**src/rtl/instr_cycle_sequencer_pkg.sv**
```systemverilog
// instr_cycle_sequencer_pkg
//   Shared types for the E0C6S46 instruction timing path:
//   - instr_length    : decoder-reported instruction length (5, 7 or 12 clocks)
//   - microcode_cycle : transfer phase handed to the microcode executor
//   - seq_state       : instruction sequencer states
//   - cycle_count_int : maps an instr_length to its clock count (unknown codes -> 5)
package instr_cycle_sequencer_pkg;

  typedef enum logic [1:0] {
    CYCLE5  = 2'd0,
    CYCLE7  = 2'd1,
    CYCLE12 = 2'd2
  } instr_length;

  typedef enum logic [1:0] {
    CYCLE_NONE      = 2'd0,
    CYCLE_REG_FETCH = 2'd1,
    CYCLE_REG_WRITE = 2'd2
  } microcode_cycle;

  typedef enum logic [2:0] {
    SEQ_FETCH  = 3'd0,
    SEQ_DECODE = 3'd1,
    SEQ_EXEC   = 3'd2,
    SEQ_HALT   = 3'd3,
    SEQ_INT    = 3'd4
  } seq_state;

  function automatic logic [3:0] cycle_count_int(input instr_length len);
    case (len)
      CYCLE7:  return 4'd7;
      CYCLE12: return 4'd12;
      default: return 4'd5;
    endcase
  endfunction

endpackage

```
**src/rtl/instr_cycle_sequencer.sv**
```systemverilog
// instr_cycle_sequencer
//   Per-instruction timing sequencer. Counts clocks within each instruction,
//   strobes fetch (cycle 0) and decode (cycle 1), and emits the microcode
//   cycle/step pair for cycles 2..len-1. Handles HALT sleep and interrupt
//   entry at instruction boundaries.
// Parameters
//   INT_LENGTH : length of the hardware interrupt-entry sequence
//   RESET_HALT : 1 = come out of reset asleep, waiting for an interrupt
// Ports
//   clk, reset_n (async, active-low), clk_en (all state advances only when high)
//   instr_len   : decoder length, sampled while in DECODE
//   halt_req    : HALT/SLP decoded, sampled on the instr_done cycle
//   irq_pending, irq_enable : interrupt request and I flag
//   cycle_count, fetch, decode, micro_cycle, micro_step, instr_done,
//   interrupt_active, halted : decodes of registered state
module instr_cycle_sequencer
  import instr_cycle_sequencer_pkg::*;
#(
  parameter instr_length INT_LENGTH = CYCLE12,
  parameter bit          RESET_HALT = 1'b0
) (
  input  logic           clk,
  input  logic           reset_n,
  input  logic           clk_en,
  input  instr_length    instr_len,
  input  logic           halt_req,
  input  logic           irq_pending,
  input  logic           irq_enable,
  output logic [3:0]     cycle_count,
  output logic           fetch,
  output logic           decode,
  output microcode_cycle micro_cycle,
  output logic [2:0]     micro_step,
  output logic           instr_done,
  output logic           interrupt_active,
  output logic           halted
);

  localparam logic [3:0] INT_LEN_CLKS = cycle_count_int(INT_LENGTH);
  localparam seq_state   RESET_STATE  = RESET_HALT ? SEQ_HALT : SEQ_FETCH;

  seq_state   state_q, state_d;
  logic [3:0] count_q, count_d;
  logic [3:0] len_q, len_d;

  logic [3:0] len_eff;
  logic       in_seq;
  logic       last_cycle;
  logic [3:0] ofs;

  always_ff @(posedge clk or negedge reset_n) begin
    if (!reset_n) begin
      state_q <= RESET_STATE;
      count_q <= 4'd0;
      len_q   <= 4'd5;
    end else begin
      state_q <= state_d;
      count_q <= count_d;
      len_q   <= len_d;
    end
  end

  // Any latched length other than 7 or 12 runs as a 5-clock instruction.
  always_comb begin
    len_eff    = ((len_q == 4'd7) || (len_q == 4'd12)) ? len_q : 4'd5;
    in_seq     = (state_q == SEQ_EXEC) || (state_q == SEQ_INT);
    last_cycle = in_seq && (count_q == (len_eff - 4'd1));
  end

  // Next-state: only clk_en moves anything.
  always_comb begin
    state_d = state_q;
    count_d = count_q;
    len_d   = len_q;
    if (clk_en) begin
      case (state_q)
        SEQ_FETCH: begin
          state_d = SEQ_DECODE;
          count_d = 4'd1;
        end
        SEQ_DECODE: begin
          state_d = SEQ_EXEC;
          count_d = 4'd2;
          len_d   = cycle_count_int(instr_len);
        end
        SEQ_EXEC, SEQ_INT: begin
          if (last_cycle) begin
            count_d = 4'd0;
            // Interrupt entry beats HALT; the end of an interrupt sequence
            // always returns to FETCH without re-checking for another one.
            if ((state_q == SEQ_EXEC) && irq_pending && irq_enable) begin
              state_d = SEQ_INT;
              len_d   = INT_LEN_CLKS;
            end else if ((state_q == SEQ_EXEC) && halt_req) begin
              state_d = SEQ_HALT;
            end else begin
              state_d = SEQ_FETCH;
            end
          end else begin
            count_d = count_q + 4'd1;
          end
        end
        SEQ_HALT: begin
          count_d = 4'd0;
          // Any pending interrupt wakes the core; the I flag only decides
          // whether it is serviced or execution simply resumes.
          if (irq_pending) begin
            if (irq_enable) begin
              state_d = SEQ_INT;
              len_d   = INT_LEN_CLKS;
            end else begin
              state_d = SEQ_FETCH;
            end
          end
        end
        default: begin
          state_d = SEQ_FETCH;
          count_d = 4'd0;
        end
      endcase
    end
  end

  // Output decode. Microcode phases start at cycle 2 in both EXEC and INT,
  // so an interrupt sequence has two idle leading clocks in place of the
  // fetch/decode strobes. The final clock of odd-length sequences is idle.
  always_comb begin
    ofs              = count_q - 4'd2;
    cycle_count      = count_q;
    fetch            = (state_q == SEQ_FETCH);
    decode           = (state_q == SEQ_DECODE);
    instr_done       = last_cycle;
    interrupt_active = (state_q == SEQ_INT);
    halted           = (state_q == SEQ_HALT);
    micro_cycle      = CYCLE_NONE;
    micro_step       = 3'd0;
    if (in_seq && (count_q >= 4'd2) && !(last_cycle && len_eff[0])) begin
      micro_cycle = ofs[0] ? CYCLE_REG_WRITE : CYCLE_REG_FETCH;
      micro_step  = ofs[3:1];
    end
  end

endmodule

```
**config.mk**
```make
export PLATFORM = sky130hd
export DESIGN_NAME = instr_cycle_sequencer
export DESIGN_NICKNAME = d
export VERILOG_FILES = /design/src/rtl/instr_cycle_sequencer_pkg.sv /design/src/rtl/instr_cycle_sequencer.sv
export SDC_FILE = /design/constraint.sdc
export NUM_CORES = 1
export LEC_CHECK = 0
export ABC_AREA = 1
export BUFFER_PORTS_ARGS = -buffer_cell sky130_fd_sc_hd__buf_2
export CORE_MARGIN = 2
export CORE_UTILIZATION = 53
export CTS_BUF_LIST = sky130_fd_sc_hd__clkbuf_8
export DETAILED_ROUTE_END_ITERATION = 6
export PLACE_DENSITY = 0.9
export SETUP_SLACK_MARGIN = 0.02
export SLEW_MARGIN = 20
export SYNTH_ARGS = -nofsm -noshare
export SYNTH_HDL_FRONTEND = slang
export SYNTH_SLANG_ARGS = --single-unit
```
**constraint.sdc**
```tcl
create_clock -name clk -period 1.9 [get_ports clk]
set_input_delay 0.095 -clock clk [delete_from_list [all_inputs] [get_ports clk]]
set_output_delay 0.095 -clock clk [all_outputs]
set_load 0.01 [all_outputs]
```
==> flow_metrics.env <==
export IMPL_slowest_delay_ps=560
export IMPL_port_buffers=21
export IMPL_syn_inst=117
export IMPL_clock_path_buffers=2
export IMPL_fin_crit_ps=1980
export IMPL_drc_errors=0
export IMPL_cp_common_cell="nand2_2"
export IMPL_grt_start_max_net_pins=11
export IMPL_cp_end_kind="output port"
export IMPL_crit_buf_inv=2
export IMPL_vias=891
export IMPL_dp_cells=154
export IMPL_n_antenna_cell=0
export IMPL_synth_distinct_cells=26
export IMPL_avgSynthCellArea_um2=6.94
export IMPL_fp_dieH_um=43.1
export IMPL_antenna_found_initial=0
export IMPL_io_pin_count=22
export IMPL_drt_initial_drc_count=13
export IMPL_grt_pass1_vias=815
export IMPL_arrival_ps=1890
export IMPL_place_congestion=0.909
export IMPL_dieArea_mm2=0.00186
export IMPL_gr_total_overflow=0
export IMPL_crit_chain="nand3b_1, ha_4, inv_2, nand2_2, nand2_2, nor2_4, nand3_2, nand3_4, nor2_1, buf_2"
export IMPL_start_util_pct=55.2
export IMPL_cp_startpoint="len_q[0]"
export IMPL_die_width_um=43.1
export IMPL_slew_headroom_pct=75.5
export IMPL_fin_crit_sh_pct=104
export IMPL_setup_slack_ps=-83.7
export IMPL_final_util_pct=75.3
export IMPL_syn_num_nets=130
export IMPL_path_clk_slew_ps=40
export IMPL_yosys_warnings=0
export IMPL_cts_tree="yes"
export IMPL_p_leak_nw=0.624
export IMPL_place_ws_ps=74.9
export IMPL_cp_required_ps=1800
export IMPL_critPathTopFamily="simple AND/OR/NAND/NOR gates"
export IMPL_grt_pass1_wl_um=3220
export IMPL_peakVddDrop_v=0.000973
export IMPL_cts_root_buf="clkbuf_8"
export IMPL_seq_area_frac_synth_pct=31.0
export IMPL_synthesis_area_um2=812
export IMPL_htreeDepth=1
export IMPL_wl_per_cell_um=11.8
export IMPL_setup_viol=6
export IMPL_report_final_hold_viol_count=0
export IMPL_nNetsFinal=163
export IMPL_wl_um=1940
export IMPL_hpwlAfterDp_um=1420
export IMPL_min_delay_start="instr_len[0]"
export IMPL_start_kind="register"
export IMPL_min_path_type="in -> reg"
export IMPL_max_freq_ghz=0.504
export IMPL_tightest_slew_ps=367
export IMPL_violations="negative setup slack"
export IMPL_worstReg2RegStart="len_q[1]"
export IMPL_synth_seq_cells=10
export IMPL_fillCellCount=97
export IMPL_cts_sinks=10
export IMPL_drv_slew=0
export IMPL_worst_path_max_fanout=5
export IMPL_crit_type="reg -> out"
export IMPL_synthToLayoutAreaGrowth_pct=36.5
export IMPL_rows=14
export IMPL_worst_hold_slack_ps=132
export IMPL_skew_ps=5.37
export IMPL_routed_via_density=5.40
export IMPL_status="finished, violations left"
export IMPL_cap_viol_max_count=0
export IMPL_final_common_cell="nand2_1"
export IMPL_rsz0062_at_grt="true"
export IMPL_layout_drive_gt1_share_pct=42.3
export IMPL_final_cell_mix="nand2_1, buf_2, inv_1"
export IMPL_crit_slowest_cell="dfstp_2"
export IMPL_coreArea_mm2=0.00147
export IMPL_p_per_area_mw_per_mm2=1520
export IMPL_final_instance_count_excl_fill=165
export IMPL_clock_latency_ps=240
export IMPL_grt_usage_pct=22.4
export IMPL_ant_nets=0
export IMPL_firstDrtPassIters=4
export IMPL_cts_made_buffers=3
-- logic make-up (layout without fill, tap and decap cells) --
group / count (synthesis) / after routing / share of synthesized area, %
AO/OA/AOI/OAI: 13 / 13 / 10.5
XOR/XNOR: 2 / 2 / 2.16
adder cells (fa/ha/maj): 5 / 5 / 7.70
buffers and inverters: 18 / 50 / 8.32
flip-flops: 10 / 10 / 31.0
AND/OR/NAND/NOR: 69 / 69 / 40.4
-- metrics by stage --
step | power (mW) | TNS (ps) | instance area [µm²]
final | 1.68 | -452 | 1110
after global routing | 1.83 | -1190 | 1110
after CTS | 1.56 | -276 | 1060
after detailed placement | 1.22 | 0 | 937
after global placement | 1.19 | 0 | 937
after floorplan | 1.00 | 0 | 812
-- repair_timing --
item                       in CTS  in global routing
pin swaps                       6                 10
hold endpoints to repair       10                  0
setup buffers                   5                  1
hold buffers                    1                  0
gates cloned                    0                  0
setup endpoints to repair       6                 16
gates resized for setup         6                 12
-- power breakdown --
part	switching (mW)	total, mW	internal, mW
registers	0.129	0.429	0.300
clock network	0.0796	0.221	0.141
logic	0.609	1.03	0.425
total	0.817	1.68	0.866
-- layer usage --
metal / global-route usage (%) / part of all wire [%] / vias to the layer above
met1: 26.8 / 40 / 419
met4: 7.88 / 4.4 / 0
met3: 2.13 / 4.8 / 9
met2: 40.9 / 50 / 28
met5: 0 / 0 / -
li1: - / - / 435
-- synth_stat cells, drive strengths merged --
cell / n / area (µm²)
o211ai: 1 / 12.5
dfrtp: 9 / 225
clkinv: 1 / 3.75
o21ai: 4 / 23.8
o221ai: 1 / 8.76
ha: 5 / 62.6
inv: 17 / 63.8
nand2: 42 / 175
nand3: 9 / 55.1
nand3b: 2 / 15.0
xor2: 1 / 8.76
dfstp: 1 / 26.3
o22ai: 1 / 6.26
nor2: 15 / 76.3
nand4: 1 / 6.26
xnor2: 1 / 8.76
a21oi: 6 / 33.8
-- path summary, 6_finish.rpt --
check / end / slack, ps / depth (start not counted)
worst max register to register: cycle_count[0] / 50 / 14
min in group asynchronous: cycle_count[0] / 250 / 2
worst max-delay path: micro_step[0] / -80 / 10
worst min-delay path: len_q[0] / 130 / 3
max in group asynchronous: len_q[0] / 1390 / 2
worst min register to register: len_q[0] / 490 / 2
-- final cells by class --
| class | instances | area, µm² | share of cell area (%) |
|---|---|---|---|
| clock buffers | 3 | 41.3 | 3.72 |
| clock inverters | 1 | 3.75 | 0.339 |
| inverters | 18 | 67.6 | 6.09 |
| multi-input cells | 89 | 564 | 50.9 |
| flip-flops and latches | 10 | 251 | 22.7 |
| well taps | 16 | 20.0 | 1.81 |
| repair buffers | 28 | 160 | 14.4 |
-- sequential cells by signal, summed over array words and instances (netlist names) --
name         flops
cycle_count      4
len_q            3
state_q          3
-- worst register-to-register path: cells and delay by family, from the launching register on --
family	cells	cell delay (ps)
AND/OR/NAND/NOR	9	780
buffers and inverters	5	630
flip-flops	1	410
Power figures use the tool's default switching activity.
